File: src/rtl/fu_div_ctrl.sv
// Divide/remainder sequencing controller: formats operands for the sequential divider,
// short-circuits RISC-V special cases, holds the tagged result for the CDB, handles flushes.
module fu_div_ctrl #(
  parameter int DIV_CYCLES    = 3,
  parameter int PHYS_REG_BITS = 6,
  parameter int ROB_IDX_BITS  = 5
) (
  input  logic                     clk,
  input  logic                     rst,
  input  logic                     iss_valid,
  output logic                     iss_ready,
  input  logic [2:0]               iss_funct3,
  input  logic [31:0]              iss_rs1_v,
  input  logic [31:0]              iss_rs2_v,
  input  logic [PHYS_REG_BITS-1:0] iss_pd,
  input  logic [ROB_IDX_BITS-1:0]  iss_rob,
  input  logic                     flush,
  output logic                     dv_start,
  output logic [32:0]              dv_a,
  output logic [32:0]              dv_b,
  input  logic                     dv_complete,
  input  logic [32:0]              dv_quotient,
  input  logic [32:0]              dv_remainder,
  output logic                     cdb_valid,
  input  logic                     cdb_grant,
  output logic [31:0]              cdb_data,
  output logic [PHYS_REG_BITS-1:0] cdb_pd,
  output logic [ROB_IDX_BITS-1:0]  cdb_rob,
  output logic                     busy
);

  localparam int CNT_W = $clog2(DIV_CYCLES + 1);

  typedef enum logic [2:0] {
    S_IDLE,
    S_START,
    S_BUSY,
    S_DRAIN,
    S_DONE
  } state_t;

  state_t             state_q, state_d;
  logic [CNT_W-1:0]   cnt_q;
  logic               op_rem_q;

  logic               accept;
  logic               op_signed;
  logic               op_rem;
  logic               div_by_zero;
  logic               overflow;
  logic               special;
  logic [31:0]        special_res;
  logic               div_done;
  logic               capture;
  logic               unused_bits;

  assign accept      = iss_valid && iss_ready;
  assign op_signed   = ~iss_funct3[0];
  assign op_rem      = iss_funct3[1];
  assign div_by_zero = (iss_rs2_v == 32'h0);
  assign overflow    = op_signed && (iss_rs1_v == 32'h8000_0000) && (iss_rs2_v == 32'hFFFF_FFFF);
  assign special     = div_by_zero || overflow;
  assign div_done    = (cnt_q == '0) && dv_complete;
  assign capture     = (state_q == S_BUSY) && div_done;
  assign unused_bits = ^{iss_funct3[2], dv_quotient[32], dv_remainder[32]};

  always_comb begin
    special_res = 32'h0;
    if (div_by_zero) special_res = op_rem ? iss_rs1_v : 32'hFFFF_FFFF;
    else             special_res = op_rem ? 32'h0 : 32'h8000_0000;
  end

  assign iss_ready = (state_q == S_IDLE) || ((state_q == S_DONE) && cdb_grant);
  assign dv_start  = (state_q == S_START);
  assign cdb_valid = (state_q == S_DONE);
  assign busy      = (state_q != S_IDLE);

  always_ff @(posedge clk) begin
    if (rst) state_q <= S_IDLE;
    else     state_q <= state_d;
  end

  always_comb begin
    state_d = state_q;
    case (state_q)
      S_IDLE:  if (accept) state_d = special ? S_DONE : S_START;
      S_START: state_d = S_BUSY;
      S_BUSY:  if (capture) state_d = S_DONE;
      S_DRAIN: if (div_done) state_d = S_IDLE;
      S_DONE:  if (cdb_grant) state_d = accept ? (special ? S_DONE : S_START) : S_IDLE;
      default: state_d = S_IDLE;
    endcase
    // A divider already started must run out before the unit is reusable.
    if (flush) begin
      if (state_q == S_START || state_q == S_BUSY) state_d = S_DRAIN;
      else if (state_q != S_DRAIN)                 state_d = S_IDLE;
    end
  end

  always_ff @(posedge clk) begin
    if (rst) begin
      cnt_q    <= '0;
      op_rem_q <= 1'b0;
      dv_a     <= 33'h0;
      dv_b     <= 33'h0;
      cdb_data <= 32'h0;
      cdb_pd   <= '0;
      cdb_rob  <= '0;
    end else begin
      if (state_q == S_START)
        cnt_q <= CNT_W'(DIV_CYCLES);
      else if ((state_q == S_BUSY || state_q == S_DRAIN) && cnt_q != '0)
        cnt_q <= cnt_q - CNT_W'(1);

      if (accept) begin
        op_rem_q <= op_rem;
        dv_a     <= {op_signed & iss_rs1_v[31], iss_rs1_v};
        dv_b     <= {op_signed & iss_rs2_v[31], iss_rs2_v};
        cdb_pd   <= iss_pd;
        cdb_rob  <= iss_rob;
        if (special) cdb_data <= special_res;
      end

      if (capture)
        cdb_data <= op_rem_q ? dv_remainder[31:0] : dv_quotient[31:0];
    end
  end

endmodule
File: config.mk
export PLATFORM = sky130hd
export DESIGN_NAME = fu_div_ctrl
export DESIGN_NICKNAME = d
export VERILOG_FILES = /design/src/rtl/fu_div_ctrl.sv
export SDC_FILE = /design/constraint.sdc
export NUM_CORES = 1
export LEC_CHECK = 0
export CORE_ASPECT_RATIO = 0.9
export CORE_MARGIN = 2
export CORE_UTILIZATION = 45
export DETAILED_ROUTE_END_ITERATION = 10
export DONT_BUFFER_PORTS = 1
export PLACE_DENSITY = 0.64
export SLEW_MARGIN = 15
export SYNTH_ARGS = -nofsm -noshare
export SYNTH_HDL_FRONTEND = slang
export SYNTH_SLANG_ARGS = --single-unit
File: constraint.sdc
create_clock -name clk -period 4.4 [get_ports clk]
set_input_delay 1.32 -clock clk [delete_from_list [all_inputs] [get_ports clk]]
set_output_delay 1.32 -clock clk [all_outputs]
set_load 0.03 [all_outputs]
# Word-level counts from Yosys, hierarchy flattened
# Cells that the tools add are included.
[totals]
register_bits = 115
input_bits = 150
out_inout_bits = 113
wordCells = 58
[classes]
n_addsub = 1
n_eq_ne = 7
muxes = 19
bitwise = 3
n_reduce_logical = 20
[ops]
columns = ["cell", "n"]
rows = [
  ["32-bit two-way mux", 7],
  ["32-bit == test, second input constant", 2],
  ["32-bit zero test", 1],
  ["3-bit two-way mux", 9],
  ["3-bit one-hot mux with 5 select lines", 1],
  ["2-bit nonzero test", 4],
  ["1-bit logical AND", 7],
  ["3-bit by 2-bit == test with 1-bit output, second input constant", 2],
  ["1-bit logical OR", 4],
  ["2-bit two-way mux", 2],
  ["3-bit by 1-bit == test with 1-bit output, second input constant", 1],
  ["3-bit == test, second input constant", 1],
  ["3-bit zero test", 1],
  ["3-bit by 2-bit inequality test with 1-bit output, second input constant", 1],
  ["3-bit nonzero test", 1],
  ["1-bit AND", 2],
  ["2-bit zero test", 1],
  ["2-bit AND reduction", 1],
  ["2-bit by 1-bit subtractor with 2-bit output, second input constant", 1],
  ["1-bit NOT", 1],
]

# Logic depth before layout (Yosys ltp)
[logic_depth]
word_depth = 11
mapped_depth = 9

# Least setup slack after synthesis
# No wires, ideal clock.
[synth_path]
path_kind = "in2reg"
from = "input iss_rs1_v[0]"
to = "register cdb_data[3]"
t_arrival_ps = 3497
required_time_ps = 4265
slack_ps = 768
stages = 6
path_cell_list = "or4b_1 > or4_1 > or4_4 > o31ai_4 > buf_6 > o22ai_1"
[synth_between]
elab_chain_len = 6
[synth_lines]
columns = ["element", "line", "source"]
rows = [
  ["start: declaration", "13", "input logic [31:0] iss_rs1_v,"],
  ["32-bit == test", "61", "assign overflow = op_signed && (iss_rs1_v == 32'h8000_0000) && (iss_rs2_v == 32'hFFFF_FFFF);"],
  ["1-bit logical AND (2 in a row)", "61", ""],
  ["1-bit logical OR", "62", "assign special = div_by_zero || overflow;"],
  ["2-bit nonzero test (no line)", "-", ""],
  ["2-bit AND reduction (no line)", "-", ""],
  ["end signal: assignment", "121", "if (special) cdb_data <= special_res;"],
  ["end signal: assignment", "125", "cdb_data <= op_rem_q ? dv_remainder[31:0] : dv_quotient[31:0];"],
  ["end: declaration", "26", "output logic [31:0] cdb_data,"],
]
# No other way between the ends.
# A chain may end at the register's enable or synchronous reset.

# Worst setup path after layout
[layout_path]
from = "input iss_rs1_v[0]"
to = "register cdb_data[31]"
# The elaborated chain is that of the path after synthesis.

==> flow_metrics.tcl <==
set metrics [dict create \
    setup_viol 0 \
    hold_violations 0 \
    syn2layout_area_growth_pct 12.3 \
    cpMaxStageDelayCell "or4b_1" \
    yosysSeqAreaShare_pct 44.2 \
    post_synth.cell_area_avg_sq_um 7.69 \
    crit_start "iss_rs1_v[0]" \
    cp_slowest_stage_delay_ps 590 \
    root_buffer "clkbuf_16" \
    worstSetupEndpointType "register" \
    initial_core_util_pct 45.9 \
    synth-adder-area-share_pct 0.240 \
    vias 4820 \
    grt_first_pass_wirelength_um 24600 \
    power.density_mw_per_mm2 504 \
    hold_slack_ps 498 \
    grt_pass1_vias 4551 \
    cts_tree "done" \
    synth_mux_area_share_pct 6.56 \
    synth_top_family_by_area "simple AND/OR/NAND/NOR gates" \
    row_count 37 \
    clkLatencyLatePin_ps 420 \
    clock_skew_ps 9.42 \
    drive_gt1_share_pct 7.45 \
    hp-start "cnt_q[1]$_SDFFE_PP0P_" \
    place.port_buffers 0 \
    cts_hold_buf 0 \
    ys_warn_count 0 \
    power.leakage_nw 2.01 \
    crit_chain "or4b_1 > or4_1 > or4_4 > o31ai_4 > buf_4 > mux2i_1" \
    cts_setup_buffers 0 \
    post-route-period-util_pct 80.5 \
    status "finished, final reports clean" \
    r2r_cells 7 \
    crit_arrival_ps 3880 \
    top_level_ports 263 \
    gp_congestion 0.817 \
    wl_per_cell_um 19.9 \
    ys_types 35 \
    cts.sinks 115 \
    detail-route-antenna-nets 0 \
    rsz0062_at_grt "no" \
    dieArea_sq_mm 0.0125 \
    core_area_sq_mm 0.0113 \
    synth-compound-area-share_pct 17.0 \
    rr_startpoint "cnt_q[1]$_SDFFE_PP0P_" \
    netlist_area_sq_mm 0.00521 \
    hold_depth 2 \
    max_freq_mhz 282 \
    fp.dieW_um 117 \
    drt-total-wl_um 16200 \
    vdd.ir_drop.worst_mv 0.280 \
    cp_data_required_time_ps 4740 \
    cts_resized 0 \
    dp_hpwl_um 11100 \
    vias_per_cell 5.92 \
    syn-instance-count 677 \
    fin_crit_ps 3540 \
    synth_top_flop_cell "dfxtp_1" \
    grt_start_max_net_pins 115 \
    synthArstFlopShare_pct 0 \
    critPathMaxFanout 27 \
    drtIter0Drc 499 \
    nets 796 \
    ys_ff_latch 115 \
    cp-start-kind "primary input" \
    antenna_found_initial 0 \
    syn_nets 828 \
    cap_violations 0 \
    cts_buffers 17 \
    finalSetupTns_ps 0 \
    clkTransAtPathRegs_ps 50 \
    first_pass_iters 5 \
    synth_simple_gate_area_share_pct 27.2 \
    fp.dieH_um 106 \
    diodes 0 \
    clockBufferDepth 2 \
    drc 0 \
    synth_xor_area_share_pct 0 \
    worst_pin_slew_ps 1150 \
    track_usage_pct 25.4 \
    critPathKind "primary input to register" \
    grt-ovfl-total 0 \
    cts_max_level 4 \
    slew_headroom_pct 23.0 \
    drv_slew 0 \
    synth_edf_count 0 \
    holdCritPathClass "register to register" \
]
[Yosys cell counts (5+ instances only)]
| master | number | area share (%) |
|---|---|---|
| a21oi_1 | 112 | 11 |
| nor2_1 | 43 | 3.1 |
| nand3_1 | 33 | 3.2 |
| mux2i_1 | 33 | 6.3 |
| nor3_1 | 5 | 0.48 |
| nor4_1 | 14 | 1.7 |
| nand2b_1 | 35 | 4.2 |
| dfxtp_1 | 115 | 44 |
| clkbuf_1 | 47 | 3.4 |
| nand2_1 | 157 | 11 |
| nand4_1 | 9 | 1.1 |
| buf_1 | 6 | 0.43 |
| o22ai_1 | 28 | 3.4 |
[sequential cells by signal, summed over array words and instances, names as in the netlist]
signal,cells
cdb_rob,5
dv_b,33
dv_a,33
op_rem_q,1
state_q,3
cdb_pd,6
cdb_data,32
cnt_q,2
[through the flow]
step	setup slack (ps)	instance area, sq um	total power [mW]	util (%)	instances
after floorplan	768	5210	1.52	-	677
after CTS	877	5850	2.98	51.6	814
after detailed placement	445	5240	1.57	46.2	782
after global placement	498	5240	1.56	46.2	782
final	859	5850	2.95	51.6	814
after global routing	828	5850	3.05	51.6	814
[worst paths after layout]
kind                               end  slack [ps]
max          cdb_data[31]$_SDFFE_PP0P_         860
max reg2reg  cdb_data[10]$_SDFFE_PP0P_        2070
min              cnt_q[1]$_SDFFE_PP0P_         500
min reg2reg      cnt_q[1]$_SDFFE_PP0P_         500
[critical path, delay by kind of cell]
| kind | cells | cell delay (ps) |
|---|---|---|
| mux | 1 | 230 |
| buf+inv | 1 | 360 |
| compound gates | 1 | 250 |
| simple gates | 3 | 1720 |
[power breakdown]
part / switching, mW / internal (mW)
logic: 0.158 / 0.0996
clock network: 0.476 / 0.920
registers: 0.183 / 1.11
total: 0.818 / 2.13
[metal layers]
metal,share of wire [%],vias to the layer above,GRT usage (%)
met2,47,277,40.4
met3,12,32,12.9
li1,-,2262,-
met5,0,-,0
met4,2.5,0,10.9
met1,39,2249,29.0
[cell usage in the layout (no fill, tap or decap), types with 6 or more instances in the layout]
master | netlist | routed
a21oi_1 | 112 | 112
nor2_1 | 43 | 43
o22ai_1 | 28 | 28
clkbuf_16 | 0 | 17
nand4_1 | 9 | 9
clkbuf_8 | 0 | 6
nand3_1 | 33 | 32
nor4_1 | 14 | 14
nand2b_1 | 35 | 35
mux2i_1 | 33 | 33
dfxtp_1 | 115 | 114
nand2_1 | 157 | 157
[final cells by class]
cell class / instances / area (sq um)
timing repair buffer: 5 / 50.0
sequential: 115 / 2300
tap: 156 / 195
clock inverter: 8 / 97.6
clock buffer: 24 / 512
multi-input combinational: 502 / 2680
inverter: 4 / 15.0
fill: 1113 / 5490
[cells by family after synthesis]
kind of cell             count (synthesis)
buffers and inverters                   60
AND/OR/NAND/NOR                        311
multiplexers                            34
adder cells (fa/ha/maj)                  1
AO/OA/AOI/OAI                          156
flip-flops                             115
Note: power is estimated with default switching activity, not from simulation.
